$ cat src/rtl/stopwatch_ctrl.sv
// stopwatch_ctrl: tenths-resolution stopwatch controller with lap hold.
//
// Counts elapsed time as four cascaded BCD digits (M:SS.t, wrapping at
// 9:59.9). A prescaler divides clk into 0.1 s ticks.
//
// Ports
//   clk         in   single clock, all state changes on the rising edge
//   reset       in   synchronous active-high reset
//   start_stop  in   command pulse: toggle run/pause
//   lap         in   command pulse: freeze/release displayed value while running
//   clear       in   command pulse: zero the count, return to idle
//   disp_d0..3  out  displayed BCD digits: tenths, sec units, sec tens, minutes
//   running     out  high in RUN and LAP
//   lap_active  out  high in LAP
//   overflow    out  one-cycle pulse after the count wraps 9:59.9 -> 0:00.0
module stopwatch_ctrl #(
  parameter int unsigned DIV = 10_000_000
) (
  input  logic       clk,
  input  logic       reset,
  input  logic       start_stop,
  input  logic       lap,
  input  logic       clear,
  output logic [3:0] disp_d0,
  output logic [3:0] disp_d1,
  output logic [3:0] disp_d2,
  output logic [3:0] disp_d3,
  output logic       running,
  output logic       lap_active,
  output logic       overflow
);

  typedef enum logic [1:0] {
    S_IDLE  = 2'd0,
    S_RUN   = 2'd1,
    S_PAUSE = 2'd2,
    S_LAP   = 2'd3
  } state_t;

  localparam logic [23:0] DIV_M1 = 24'(DIV - 1);

  state_t      state_q, state_d;
  logic [23:0] pre_q, pre_d;
  logic [3:0]  d0_q, d1_q, d2_q, d3_q;
  logic [3:0]  d0_d, d1_d, d2_d, d3_d;
  logic [3:0]  l0_q, l1_q, l2_q, l3_q;
  logic [3:0]  l0_d, l1_d, l2_d, l3_d;
  logic        ovf_d;

  logic [3:0]  disp0_q, disp1_q, disp2_q, disp3_q;
  logic        run_q, lapact_q, ovf_q;

  logic        active, tick;
  logic        c0, c1, c2, c3;

  always_comb begin
    active = (state_q == S_RUN) || (state_q == S_LAP);
    tick   = active && (pre_q == DIV_M1);

    // Carry chain: cN means digit N wraps on this tick.
    c0 = tick && (d0_q == 4'd9);
    c1 = c0   && (d1_q == 4'd9);
    c2 = c1   && (d2_q == 4'd5);
    c3 = c2   && (d3_q == 4'd9);

    state_d = state_q;
    pre_d   = pre_q;
    d0_d = d0_q; d1_d = d1_q; d2_d = d2_q; d3_d = d3_q;
    l0_d = l0_q; l1_d = l1_q; l2_d = l2_q; l3_d = l3_q;
    ovf_d = c3;

    if (tick) begin
      d0_d = c0 ? '0 : d0_q + 4'd1;
      if (c0) d1_d = c1 ? '0 : d1_q + 4'd1;
      if (c1) d2_d = c2 ? '0 : d2_q + 4'd1;
      if (c2) d3_d = c3 ? '0 : d3_q + 4'd1;
    end

    // Prescaler holds in PAUSE so a resume finishes the partial period.
    if (active) begin
      pre_d = tick ? '0 : pre_q + 24'd1;
    end else if (state_q == S_IDLE) begin
      pre_d = '0;
    end

    // start_stop outranks lap; lap in the same cycle is dropped.
    unique case (state_q)
      S_IDLE: begin
        if (start_stop) state_d = S_RUN;
      end
      S_RUN: begin
        if (start_stop) begin
          state_d = S_PAUSE;
        end else if (lap) begin
          state_d = S_LAP;
          // Capture the count as shown before this edge's tick.
          l0_d = d0_q; l1_d = d1_q; l2_d = d2_q; l3_d = d3_q;
        end
      end
      S_PAUSE: begin
        if (start_stop) state_d = S_RUN;
      end
      S_LAP: begin
        if (start_stop)  state_d = S_PAUSE;
        else if (lap)    state_d = S_RUN;
      end
      default: state_d = S_IDLE;
    endcase

    if (clear) begin
      state_d = S_IDLE;
      pre_d   = '0;
      d0_d = '0; d1_d = '0; d2_d = '0; d3_d = '0;
      l0_d = '0; l1_d = '0; l2_d = '0; l3_d = '0;
      ovf_d = 1'b0;
    end
  end

  // Outputs are registered from next-state values so they line up with
  // the state register in the same cycle.
  always_ff @(posedge clk) begin
    if (reset) begin
      state_q <= S_IDLE;
      pre_q   <= '0;
      d0_q <= '0; d1_q <= '0; d2_q <= '0; d3_q <= '0;
      l0_q <= '0; l1_q <= '0; l2_q <= '0; l3_q <= '0;
      disp0_q <= '0; disp1_q <= '0; disp2_q <= '0; disp3_q <= '0;
      run_q    <= 1'b0;
      lapact_q <= 1'b0;
      ovf_q    <= 1'b0;
    end else begin
      state_q <= state_d;
      pre_q   <= pre_d;
      d0_q <= d0_d; d1_q <= d1_d; d2_q <= d2_d; d3_q <= d3_d;
      l0_q <= l0_d; l1_q <= l1_d; l2_q <= l2_d; l3_q <= l3_d;
      if (state_d == S_LAP) begin
        disp0_q <= l0_d; disp1_q <= l1_d; disp2_q <= l2_d; disp3_q <= l3_d;
      end else begin
        disp0_q <= d0_d; disp1_q <= d1_d; disp2_q <= d2_d; disp3_q <= d3_d;
      end
      run_q    <= (state_d == S_RUN) || (state_d == S_LAP);
      lapact_q <= (state_d == S_LAP);
      ovf_q    <= ovf_d;
    end
  end

  assign disp_d0    = disp0_q;
  assign disp_d1    = disp1_q;
  assign disp_d2    = disp2_q;
  assign disp_d3    = disp3_q;
  assign running    = run_q;
  assign lap_active = lapact_q;
  assign overflow   = ovf_q;

endmodule

$ cat config.mk
export PLATFORM = sky130hd
export DESIGN_NAME = stopwatch_ctrl
export DESIGN_NICKNAME = d
export VERILOG_FILES = /design/src/rtl/stopwatch_ctrl.sv
export SDC_FILE = /design/constraint.sdc
export NUM_CORES = 1
export LEC_CHECK = 0
export BUFFER_PORTS_ARGS = -buffer_cell sky130_fd_sc_hd__buf_4
export CAP_MARGIN = 10
export CORE_UTILIZATION = 55
export DETAILED_ROUTE_END_ITERATION = 8
export PLACE_DENSITY = 0.83
export SLEW_MARGIN = 0
export SYNTH_ARGS = -nofsm -noshare
export SYNTH_HDL_FRONTEND = slang
export SYNTH_SLANG_ARGS = --single-unit
$ cat constraint.sdc
create_clock -name clk -period 3.9 [get_ports clk]
set_input_delay 0.78 -clock clk [delete_from_list [all_inputs] [get_ports clk]]
set_output_delay 0.78 -clock clk [all_outputs]
set_load 0.05 [all_outputs]
* After elaboration in Yosys (flattened, before gate mapping)
Cells that the tools add are included. Widths: inputs -> output; s select.
Word-level totals: output and inout bits 19, bits in registers 77
Operators by class: eq/ne operators 10, add/subtract/negate cells 5, reduce and logical (&&, ||, !) cells 11, muxes and demuxes 45
Operator list (number):
- $mux 4 | 35
- $mux 24 | 3
- $add 24x1->24 const B | 1
- $eq 24x24->1 const B | 1
- $add 4x1->4 const B | 4
- $eq 4x4->1 const B | 3
- $mux 2 | 6
- $eq 2x2->1 const B | 3
- $pmux 2 s3 | 1
- $logic_and 1x1->1 | 5
- $eq 2x1->1 const B | 2
- $eq 4x3->1 const B | 1
- $reduce_or 2->1 | 2
- $logic_not 2->1 | 1
- $logic_or 1x1->1 | 2
- $reduce_bool 2->1 | 1

* Logic depth before layout (Yosys ltp)
depth after elaboration 12, depth in mapped cells 9, mapped depth without buffers 7

* Least setup slack after synthesis
No wires, ideal clock.
path kind input-to-reg, start point input start_stop, end point register disp2_q[1], in the netlist disp_d2[1], arrival 2.023 ns, library setup time 0.129 ns, slack 1.748 ns, required time 3.771 ns, cell stages on the path 5, path through nor4bb_1 > clkbuf_1 > buf_2 > mux2i_1 > o211ai_1
On the way: longest elaborated chain between the ends 5, elaborated cells on any way between the ends 10
RTL lines:
- start, declared | line 21 | input logic start_stop,
- $mux 2 (on tied branches)
- $pmux 2 s3 | line 87 | unique case (state_q)
- $mux 2 | line 110 | if (clear) begin
- $eq 2x2->1 | line 136 | if (state_d == S_LAP) begin
- $mux 4 (*) | line 136
- end signal, assigned | line 137 | disp0_q <= l0_d; disp1_q <= l1_d; disp2_q <= l2_d; disp3_q <= l3_d;
- end, declared | line 50 | logic [3:0] disp0_q, disp1_q, disp2_q, disp3_q;
Every way passes the cells marked *; elsewhere a longest branch is shown, timed or not. A chain may end at the register's enable or synchronous reset.

* Final worst setup path
start point register pre_q[0], end point register disp0_q[3], in the netlist disp_d0[3]
On the way: longest elaborated chain between the ends 7
RTL lines:
- start, declared | line 43 | logic [23:0] pre_q, pre_d;
- start signal, assigned | line 133 | pre_q <= pre_d;
- $eq 24x24->1 (*) | line 58 | tick = active && (pre_q == DIV_M1);
- $logic_and 1x1->1 (*) | line 58
- $logic_and 1x1->1 | line 61 | c0 = tick && (d0_q == 4'd9);
- $mux 4 | line 73 | d0_d = c0 ? '0 : d0_q + 4'd1;
- $mux 4 (*) | line 72 | if (tick) begin
- $mux 4 (*) | line 110
- $mux 4 (*) | line 136
- end signal, assigned | line 137
- end, declared | line 50
Marks and branches as above.

==> flow_metrics.env <==
export IMPL_path_clk_slew_ns=0.09
export IMPL_start_util_pct=56.7
export IMPL_gp_congestion=0.827
export IMPL_hold_viol_final=0
export IMPL_post_place_cells=486
export IMPL_root_buffer="clkbuf_8"
export IMPL_fmax_mhz=421
export IMPL_drive_gt1_share_pct=12.2
export IMPL_synth_top_family_by_area="simple AND/OR/NAND/NOR gates"
export IMPL_via_per_inst=6.07
export IMPL_grt_overflow_total=0
export IMPL_grtUsageMet1_pct=34.6
export IMPL_r2r_end="disp_d0[3]$_SDFF_PP0_"
export IMPL_synth_flop_cell="dfxtp_1"
export IMPL_antenna_cells=0
export IMPL_setup_viol=0
export IMPL_port_buffers=23
export IMPL_routedWlPerCell_um=15.3
export IMPL_drv_slew=0
export IMPL_clkLatencyLatePin_ns=0.36
export IMPL_grt_pass1_vias=2720
export IMPL_cts_setup_buffers=0
export IMPL_drt_iter0_markers=227
export IMPL_reg2reg_from="pre_q[0]$_SDFFE_PP0P_"
export IMPL_setup_ws_ns=1.52
export IMPL_whs_path_depth=2
export IMPL_cp_startpoint="pre_q[0]$_SDFFE_PP0P_"
export IMPL_powerDensity_nw_per_um2=349
export IMPL_post_route_period_util_pct=60.9
export IMPL_worstSetupEndpointType="register"
export IMPL_async_flop_share_pct=0
export IMPL_synth_xor_xnor_area_share_pct=0.978
export IMPL_wl_mm=7.68
export IMPL_cts_resized=0
export IMPL_antenna_found_initial=0
export IMPL_met3_usage_pct=5.93
export IMPL_synth_net_count=421
export IMPL_syn2layout_area_growth_pct=11.2
export IMPL_rsz0062_at_grt="no"
export IMPL_cts_buffers=9
export IMPL_io_pins=24
export IMPL_synthMuxAreaShare_pct=7.83
export IMPL_yosysTopAreaCellShare_pct=42.5
export IMPL_clock_skew_ns=0.0101
export IMPL_ir_drop_mv=0.282
export IMPL_yosysTopAreaCell="dfxtp_1"
export IMPL_synth_edf_count=0
export IMPL_path_max_fanout=10
export IMPL_relSlewSlack_pct=42.5
export IMPL_track_usage_pct=24.6
export IMPL_maxCapViolCount=0
export IMPL_die_area_um2=6840
export IMPL_hold_start="l1_q[3]$_SDFF_PP0_"
export IMPL_leakagePower_nw=1.37
export IMPL_grt_pass1_wl_mm=12.8
export IMPL_setup_tns_ns=0
export IMPL_die_x_um=82.7
export IMPL_htree_levels=3
export IMPL_ys_ff_latch=76
export IMPL_cts_tree="yes"
export IMPL_synth_simple_area_share_pct=26.1
export IMPL_synthAdderAreaFrac_pct=3.14
export IMPL_start_kind="register"
export IMPL_dpl_worst_slack_ns=1.30
export IMPL_reg2reg_slack_ns=1.52
export IMPL_detail_route_antenna_nets=0
export IMPL_synthTopCellsByArea="dfxtp_1, mux2i_1, nor2_1, a21oi_1, ha_1"
export IMPL_gr_max_usage_layer="met2"
export IMPL_ys_types=51
export IMPL_hold_end="l1_q[3]$_SDFF_PP0_"
export IMPL_syn_area_um2=3580
export IMPL_hold_buffers=0
export IMPL_clock_sinks=76
export IMPL_hp_class="reg2reg"
export IMPL_ys_warn_count=0
export IMPL_yosysSeqAreaShare_pct=42.5
export IMPL_hpwl_mm=5.38
export IMPL_final_nets=434
export IMPL_firstDrtPassIters=5
export IMPL_grt_start_max_net_pins=36
export IMPL_critPathArrivalTime_ns=2.62
export IMPL_dieHeight_um=82.7
export IMPL_fill_cells=529
export IMPL_syn_avg_cell_area_um2=8.80
export IMPL_status="completed"
export IMPL_path_class="reg2reg"
export IMPL_route_vias_total=3047
export IMPL_reg2reg_depth=6
export IMPL_drc=0
export IMPL_synth_compound_area_share_pct=15.2
export IMPL_final_cells=502
export IMPL_clock_path_buffers=2
export IMPL_coreArea_um2=6310
export IMPL_hold_slack_ns=0.499
export IMPL_grt_use_met2_pct=36.7
export IMPL_synth_cells=407
export IMPL_placementRows=29
export IMPL_min_period_ns=2.38
export IMPL_worst_pin_slew_ns=0.862
export IMPL_critPathRequiredTime_ns=4.15
critical path, cell delays in order (launching register included):
cell and delay (ns):
dfxtp_1 0.42, ha_1 0.27, and3_1 0.32, nand4_4 0.22, or2_1 0.38, o31a_1 0.32
a221oi_1 0.33
cell usage in the layout (no fill, tap or decap), types with 3 or more instances in the layout:
cell type,n
and4_1,4
a31oi_1,11
and3_1,5
or4_1,3
nand3b_1,3
a21oi_1,25
and3b_1,5
clkbuf_8,9
o21ai_0,17
ha_1,9
o22ai_1,3
nand3_1,18
inv_1,11
o31a_1,4
inv_6,3
and2_1,4
nor4_1,3
o211ai_1,4
buf_4,28
mux2i_1,28
a41oi_1,4
nand2b_1,4
nand4_1,16
nand2_1,29
nor3_1,7
nor2b_1,6
dfxtp_1,76
nor2_1,45
or3_1,4
xnor2_1,4
cell type report:
type,count,area (um2),share of cell area [%]
clock buffer,9,124,3.11
sequential,76,1520,38.2
timing repair buffer,28,210,5.28
inverter,11,41.3,1.04
clock inverter,7,65.1,1.63
multi-input combinational,294,1920,48.3
tap,77,96.3,2.42
flip-flops by register name (all words and copies together) (netlist names):
name / cells
d0_q: 4
d1_q: 4
d2_q: 4
d3_q: 4
disp_d0: 4
disp_d1: 4
disp_d2: 4
disp_d3: 4
l0_q: 4
l1_q: 4
l2_q: 4
l3_q: 4
lap_active: 1
overflow: 1
pre_q: 24
running: 1
state_q: 1
Yosys cell counts (5+ instances only):
library cell / instances
ha_1: 9
a21oi_1: 25
mux2i_1: 28
nand2_1: 29
nand3_1: 18
nand4_1: 16
nor2_1: 45
and3_1: 5
dfxtp_1: 76
o21ai_0: 17
buf_2: 6
clkbuf_1: 14
and3b_1: 5
a31oi_1: 11
inv_1: 11
nor3_1: 7
nor2b_1: 6
logic make-up (layout without fill, tap and decap cells):
| kind of cell | after synthesis | count (layout) |
|---|---|---|
| XOR/XNOR | 4 | 4 |
| AND/OR/NAND/NOR | 167 | 167 |
| buffers and inverters | 37 | 55 |
| multiplexers | 28 | 28 |
| adder cells (fa/ha/maj) | 9 | 9 |
| AO/OA/AOI/OAI | 86 | 86 |
| flip-flops | 76 | 76 |
where the power goes:
| part | leakage (nW) | switching [mW] | internal [mW] |
|---|---|---|---|
| combinational | 0.660 | 0.0258 | 0.0141 |
| sequential | 0.612 | 0.00274 | 0.777 |
| clock | 0.0947 | 0.325 | 0.247 |
| total | 1.37 | 0.354 | 1.04 |
how the worst max path moves through the flow:
stage | cells after the start | endpoint | slack [ns]
after floorplan | 5 | disp_d2[1]$_SDFF_PP0_ | 1.75
final | 6 | disp_d0[3]$_SDFF_PP0_ | 1.52
after global placement | 7 | disp_d2[3]$_SDFF_PP0_ | 1.36
after detailed placement | 7 | disp_d1[0]$_SDFF_PP0_ | 1.30
after global routing | 6 | disp_d0[3]$_SDFF_PP0_ | 1.34
after CTS | 6 | disp_d0[3]$_SDFF_PP0_ | 1.55
through the flow:
step | power [mW] | cell area [um2] | utilization (%)
after floorplan | 0.823 | 3580 | -
after global placement | 0.836 | 3790 | 60.1
after detailed placement | 0.837 | 3790 | 60.1
after CTS | 1.41 | 3980 | 63.1
after global routing | 1.44 | 3980 | 63.1
final | 1.39 | 3980 | 63.1
routing by layer:
metal,up-vias,share of wire (%)
li1,1518,-
met4,0,1.7
met5,-,0
met1,1440,48
met2,77,45
met3,12,5.2
Power figures use the tool's default switching activity.
